[src/rtl/prelude_pkg.sv]
// prelude_pkg: shared encodings for the Prelude pipelined core.
package prelude_pkg;

  localparam int unsigned INSTR_W = 8;

  // Major opcode in instruction bits [7:6]
  localparam logic [1:0] OPC_IMM    = 2'b00;
  localparam logic [1:0] OPC_CALC   = 2'b01;
  localparam logic [1:0] OPC_COPY   = 2'b10;
  localparam logic [1:0] OPC_BRANCH = 2'b11;

  // Register index that maps onto the RIO ports
  localparam logic [2:0] RIO_IDX = 3'd7;

  // Overture-style instruction word
  typedef struct packed {
    logic [1:0] opc;
    logic [5:0] arg;
  } instr_t;

  // Calculate operations; codes 8..63 produce zero
  typedef enum logic [5:0] {
    ALU_OR   = 6'd0,
    ALU_NAND = 6'd1,
    ALU_NOR  = 6'd2,
    ALU_AND  = 6'd3,
    ALU_ADD  = 6'd4,
    ALU_SUB  = 6'd5,
    ALU_XOR  = 6'd6,
    ALU_SHL  = 6'd7
  } alu_op_e;

  // Branch conditions, tested against r3
  typedef enum logic [2:0] {
    COND_NEVER  = 3'd0,
    COND_EQZ    = 3'd1,
    COND_LTZ    = 3'd2,
    COND_LEZ    = 3'd3,
    COND_ALWAYS = 3'd4,
    COND_NEZ    = 3'd5,
    COND_GEZ    = 3'd6,
    COND_GTZ    = 3'd7
  } cond_e;

endpackage

[src/rtl/prelude_alu.sv]
// prelude_alu: combinational calculate unit (r1 op r2).
// Optional: define PRELUDE_SHL_EN to give op 7 a left shifter; otherwise op 7 yields 0.
module prelude_alu
  import prelude_pkg::*;
#(
  parameter int unsigned DATA_W = 8
) (
  input  alu_op_e           op,
  input  logic [DATA_W-1:0] a,
  input  logic [DATA_W-1:0] b,
  output logic [DATA_W-1:0] y
);

`ifdef PRELUDE_SHL_EN
  localparam int unsigned SH_W = $clog2(DATA_W);

  logic [DATA_W-1:0] shl;

  // Shift amounts at or beyond the data width flush everything out
  always_comb begin
    shl = '0;
    if (b < DATA_W'(DATA_W)) shl = a << b[SH_W-1:0];
  end
`endif

  // Operation select, wraps modulo 2^DATA_W
  always_comb begin
    y = '0;
    case (op)
      ALU_OR:   y = a | b;
      ALU_NAND: y = ~(a & b);
      ALU_NOR:  y = ~(a | b);
      ALU_AND:  y = a & b;
      ALU_ADD:  y = a + b;
      ALU_SUB:  y = a - b;
      ALU_XOR:  y = a ^ b;
`ifdef PRELUDE_SHL_EN
      ALU_SHL:  y = shl;
`else
      ALU_SHL:  y = '0;
`endif
      default:  y = '0;
    endcase
  end

endmodule

[src/rtl/prelude_core.sv]
// prelude_core: two-stage (fetch/execute) Prelude CPU with valid/ready RIO ports.
// Optional: PRELUDE_SHL_EN enables the shifter inside prelude_alu.
module prelude_core
  import prelude_pkg::*;
#(
  parameter int unsigned DATA_W = 8,
  parameter int unsigned ADDR_W = 8
) (
  input  logic               clk,
  input  logic               reset_n,
  output logic               imem_en,
  output logic [ADDR_W-1:0]  imem_addr,
  input  logic [INSTR_W-1:0] imem_rdata,
  input  logic [DATA_W-1:0]  rio_in,
  input  logic               rio_in_valid,
  output logic               rio_in_ready,
  output logic [DATA_W-1:0]  rio_out,
  output logic               rio_out_valid,
  input  logic               rio_out_ready
);

  logic [ADDR_W-1:0] pc;
  logic              e_valid;
  logic [DATA_W-1:0] regs [8];

  instr_t            ins;
  logic [2:0]        src;
  logic [2:0]        dst;
  logic              is_copy;
  logic              is_branch;
  logic              rd_rio;
  logic              wr_rio;
  logic              stall;
  logic              exec;
  logic              cond_ok;
  logic              taken;
  logic [DATA_W-1:0] src_val;
  logic [DATA_W-1:0] alu_y;
  logic [DATA_W-1:0] r3;

  // Decode the E-stage word (memory holds it while fetch is stalled) and derive stall
  always_comb begin
    ins       = instr_t'(imem_rdata);
    src       = ins.arg[5:3];
    dst       = ins.arg[2:0];
    is_copy   = (ins.opc == OPC_COPY);
    is_branch = (ins.opc == OPC_BRANCH);
    rd_rio    = e_valid && is_copy && (src == RIO_IDX);
    wr_rio    = e_valid && is_copy && (dst == RIO_IDX);
    stall     = (rd_rio && !rio_in_valid) ||
                (wr_rio && rio_out_valid && !rio_out_ready);
    exec      = e_valid && !stall;
    src_val   = (src == RIO_IDX) ? rio_in : regs[src];
  end

  // Branch condition on r3 (sign bit for the signed tests)
  always_comb begin
    r3      = regs[3];
    cond_ok = 1'b0;
    case (cond_e'(ins.arg[2:0]))
      COND_NEVER:  cond_ok = 1'b0;
      COND_EQZ:    cond_ok = (r3 == '0);
      COND_LTZ:    cond_ok = r3[DATA_W-1];
      COND_LEZ:    cond_ok = r3[DATA_W-1] || (r3 == '0);
      COND_ALWAYS: cond_ok = 1'b1;
      COND_NEZ:    cond_ok = (r3 != '0);
      COND_GEZ:    cond_ok = !r3[DATA_W-1];
      COND_GTZ:    cond_ok = !r3[DATA_W-1] && (r3 != '0);
      default:     cond_ok = 1'b0;
    endcase
    taken = exec && is_branch && cond_ok;
  end

  prelude_alu #(
    .DATA_W (DATA_W)
  ) u_alu (
    .op (alu_op_e'(ins.arg)),
    .a  (regs[1]),
    .b  (regs[2]),
    .y  (alu_y)
  );

  // Fetch control: stall freezes pc and E; a taken branch flushes the word in flight
  always_ff @(posedge clk or negedge reset_n) begin
    if (!reset_n) begin
      pc      <= '0;
      e_valid <= 1'b0;
    end else if (!stall) begin
      if (taken) begin
        pc      <= ADDR_W'(regs[0]);
        e_valid <= 1'b0;
      end else begin
        pc      <= pc + ADDR_W'(1);
        e_valid <= 1'b1;
      end
    end
  end

  // Register file write-back at the end of E; slot 7 is never written
  always_ff @(posedge clk or negedge reset_n) begin
    if (!reset_n) begin
      for (int i = 0; i < 8; i++) regs[i] <= '0;
    end else if (exec) begin
      case (ins.opc)
        OPC_IMM:  regs[0] <= DATA_W'(ins.arg);
        OPC_CALC: regs[3] <= alu_y;
        OPC_COPY: if (dst != RIO_IDX) regs[dst] <= src_val;
        default:  ;
      endcase
    end
  end

  // RIO output holding register: a new write wins over a completing transfer
  always_ff @(posedge clk or negedge reset_n) begin
    if (!reset_n) begin
      rio_out       <= '0;
      rio_out_valid <= 1'b0;
    end else if (exec && wr_rio) begin
      rio_out       <= src_val;
      rio_out_valid <= 1'b1;
    end else if (rio_out_valid && rio_out_ready) begin
      rio_out_valid <= 1'b0;
    end
  end

  // Memory and input-port strobes follow the stall decision directly
  always_comb begin
    imem_en      = reset_n && !stall;
    imem_addr    = pc;
    rio_in_ready = exec && rd_rio;
  end

endmodule

[config.mk]
export PLATFORM = sky130hd
export DESIGN_NAME = prelude_core
export DESIGN_NICKNAME = d
export VERILOG_FILES = /design/src/rtl/prelude_pkg.sv /design/src/rtl/prelude_alu.sv /design/src/rtl/prelude_core.sv
export SDC_FILE = /design/constraint.sdc
export NUM_CORES = 1
export LEC_CHECK = 0
export ABC_AREA = 1
export CAP_MARGIN = 0
export CORE_MARGIN = 4
export CORE_UTILIZATION = 36
export CTS_BUF_LIST = sky130_fd_sc_hd__clkbuf_16
export DETAILED_ROUTE_END_ITERATION = 8
export SLEW_MARGIN = 30
export SYNTH_ARGS = -nofsm -noshare
export SYNTH_HDL_FRONTEND = slang
export SYNTH_SLANG_ARGS = --single-unit
[constraint.sdc]
create_clock -name clk -period 3.35 [get_ports clk]
set_input_delay 0.335 -clock clk [delete_from_list [all_inputs] [get_ports clk]]
set_output_delay 0.335 -clock clk [all_outputs]
set_load 0.01 [all_outputs]
==> flow_summary.toml <==
[timing]
setup-tns-final_ns = 0
fmax_ghz = 0.357
rsz0062_at_grt = "false"
slew_headroom_pct = 54.5
period_share_pct = 83.6
maxSlewViolCount = 0
min_period_ns = 2.80
setup_viol = 0
hold_viol = 0
worst_slew_pin_slew_ns = 0.669
finClkSkew_ns = 0.00764

[synthesis]
synth_xor_area_share_pct = 2.26
yosys_warnings = 0
synth.area.mux_share_pct = 0.273
synthFlopType = "dfrtp_1"
synth_compound_area_share_pct = 15.9
ys_seq_area_share_pct = 36.7
synthDistinctLibCells = 42
synth-seq-cells = 74
synthAdderAreaFrac_pct = 6.60
synthArstFlopShare_pct = 100
synthCells = 704
syn_avg_cell_area_sq_um = 7.16
syn_area_sq_mm = 0.00504
synth-simple-area-share_pct = 29.1
synth_edf_count = 0
synth_top_family_by_area = "simple AND/OR/NAND/NOR gates"
synth_nets = 750

[global_routing]
grt-ovfl-total = 0
antenna_found_initial = 0
grt_use_total_pct = 19.6
grt_pass1_vias = 4681
grt_pass1_wl_mm = 25.1
grt_max_degree = 48

[clock_network]
hold_buffers = 0
worstSkewPairLatency_ns = 0.34
cts.clk_slew.worst_paths_ns = 0.06
numCtsBuffers = 9
post_cts_resized = 0
cts_tree = "built"
post_cts_buffers = 0
clockBufferDepth = 2
cts_root_buf = "clkbuf_16"
cts.sinks = 74
cts.htree.levels = 3

[die]
row_count = 42
fp.coreArea_sq_mm = 0.0135
start_util_pct = 37.5
die_w_microns = 126
fp.dieH_microns = 126
io_pins = 39
dieArea_sq_mm = 0.0160

[routing]
num_vias = 4855
vias_per_cell = 5.25
drt-pass1-iter-count = 5
drc = 0
first_iter_violations = 428
wl_per_cell_microns = 16.2
ant_nets = 0
wirelength_mm = 15.0

[worst_setup_path]
end_kind = "primary output"
crit_type = "input pin to primary output"
reg2reg_depth = 14
cp_slowest_cell = "clkdlybuf4s50_1"
crit_family = "buffers and inverters"
worstSetupStartpointType = "input pin"
worstPathArrival_ns = 2.47
timing.critical_path.depth = 8
crit_fanout = 10
cpPeakStageDelay_ns = 0.62
cp_cell_sequence = "clkdlybuf4s50_1, buf_4, nand4_1, nand2_2, inv_1, nand2_2, nor4_1, clkdlybuf4s50_1"
path_buf_inv = 4
required_ns = 3.01

[finish]
ff_latch_area_sq_mm = 0.00185
fillers = 1410
drive_gt1_share_pct = 8.42
nNetsFinal = 791
layout-area-overhead-vs-synth_pct = 18.4
multi_input_area_sq_mm = 0.00273
antenna-diode-count = 0

[pwr]
finalPower_mw = 3.95
ir_worst_vdd_v = 0.000324
leakagePower_nw = 2.91
cellPowerDensity_mw_per_mm2 = 662

[placed_design]
dp_hpwl_mm = 11.3
portBuffers = 38
gp_congestion = 0.874

[worst_hold_path]
worstHoldPathType = "input pin to asynchronous set/reset pin"

[job]
drv_cap = 0

[status]
run_status = "finished, final reports clean"
power breakdown:
| group | switching [mW] | leakage (nW) | total [mW] | internal, mW |
|---|---|---|---|---|
| Clock | 0.391 | 0.172 | 1.19 | 0.796 |
| Combinational | 0.821 | 1.82 | 1.42 | 0.595 |
| Sequential | 0.221 | 0.917 | 1.35 | 1.13 |
| Total | 1.43 | 2.91 | 3.95 | 2.52 |
placed cells by master (no fill, tap or decap), drive strengths merged:
cell type,n
nand3,56
mux2i,1
a21boi,6
clkdlybuf4s50,37
nand3b,2
buf,12
a22oi,5
a31oi,2
o211a,1
dfrtp,74
xor2,8
and3,1
clkbuf,9
a21oi,33
a2bb2oi,1
nand4,4
ha,25
nand2,213
o211ai,6
nor3,1
xnor2,5
nor2,56
nor3b,1
o21ai,81
inv,86
nor4,1
clkinv,3
o22ai,8
bufinv,4
o31ai,1
or2,4
fa,1
metrics by stage:
stage	cells	setup slack (ns)	instance area (sq um)	utilization (%)	hold WS (ns)
global route	924	0.378	5970	44.4	0.0373
CTS	924	0.585	5970	44.4	0.0132
global placement	909	0.327	5590	41.5	0.466
finish	924	0.548	5970	44.4	0.00773
detailed placement	910	0.267	5610	41.7	0.380
floorplan	704	0.924	5040	-	0.0394
path summary, 6_finish.rpt:
kind                                     from            to  slack [ns]
worst max-delay path            imem_rdata[3]  rio_in_ready        0.55
worst min-delay path                  reset_n  imem_addr[6]       0.008
worst max register to register       regs[40]         r3[6]        0.83
worst min register to register     rio_out[2]    rio_out[2]        0.48
max in group asynchronous             reset_n      regs[42]        2.77
min in group clk                   rio_out[2]    rio_out[2]        0.48
kinds of logic after synthesis:
family,Yosys count
AND/OR/NAND/NOR,339
AO/OA/AOI/OAI,144
buffers and inverters,107
flip-flops,74
adder cells (fa/ha/maj),26
XOR/XNOR,13
multiplexers,1
registers in the layout, summed over array words and instances (netlist names):
register,count
rio_out_valid,1
rio_out,8
r3,8
imem_addr,8
regs,48
e_valid,1
layer usage:
metal	up-vias	global-route usage [%]	part of all wire, %
li1	2371	-	-
met1	2307	28.6	47
met2	165	30.4	45
met3	12	3.07	6.1
met4	0	5.62	1.2
met5	-	0	0
Yosys cell counts, drive strengths merged, types with 5 or more instances:
cell	instances	area share [%]
a21boi	6	0.89
a22oi	5	0.74
o21ai	81	8.3
o22ai	8	0.99
a21oi	33	3.4
ha	25	6.2
dfrtp	74	37
xor2	8	1.4
nand3	56	5.7
buf	18	2.5
nand2	213	17
nor2	56	5.1
xnor2	5	0.87
o211ai	6	0.89
inv	86	6.4
final cells by class:
| cell class | count | share of cell area (%) |
|---|---|---|
| Clock buffer | 9 | 3.77 |
| Tap cell | 176 | 3.69 |
| Multi-Input combinational cell | 523 | 45.8 |
| Clock inverter | 5 | 2.16 |
| Sequential cell | 74 | 31.0 |
| Inverter | 88 | 5.54 |
| Timing Repair Buffer | 49 | 8.05 |
(Power assumes the default switching activity.)
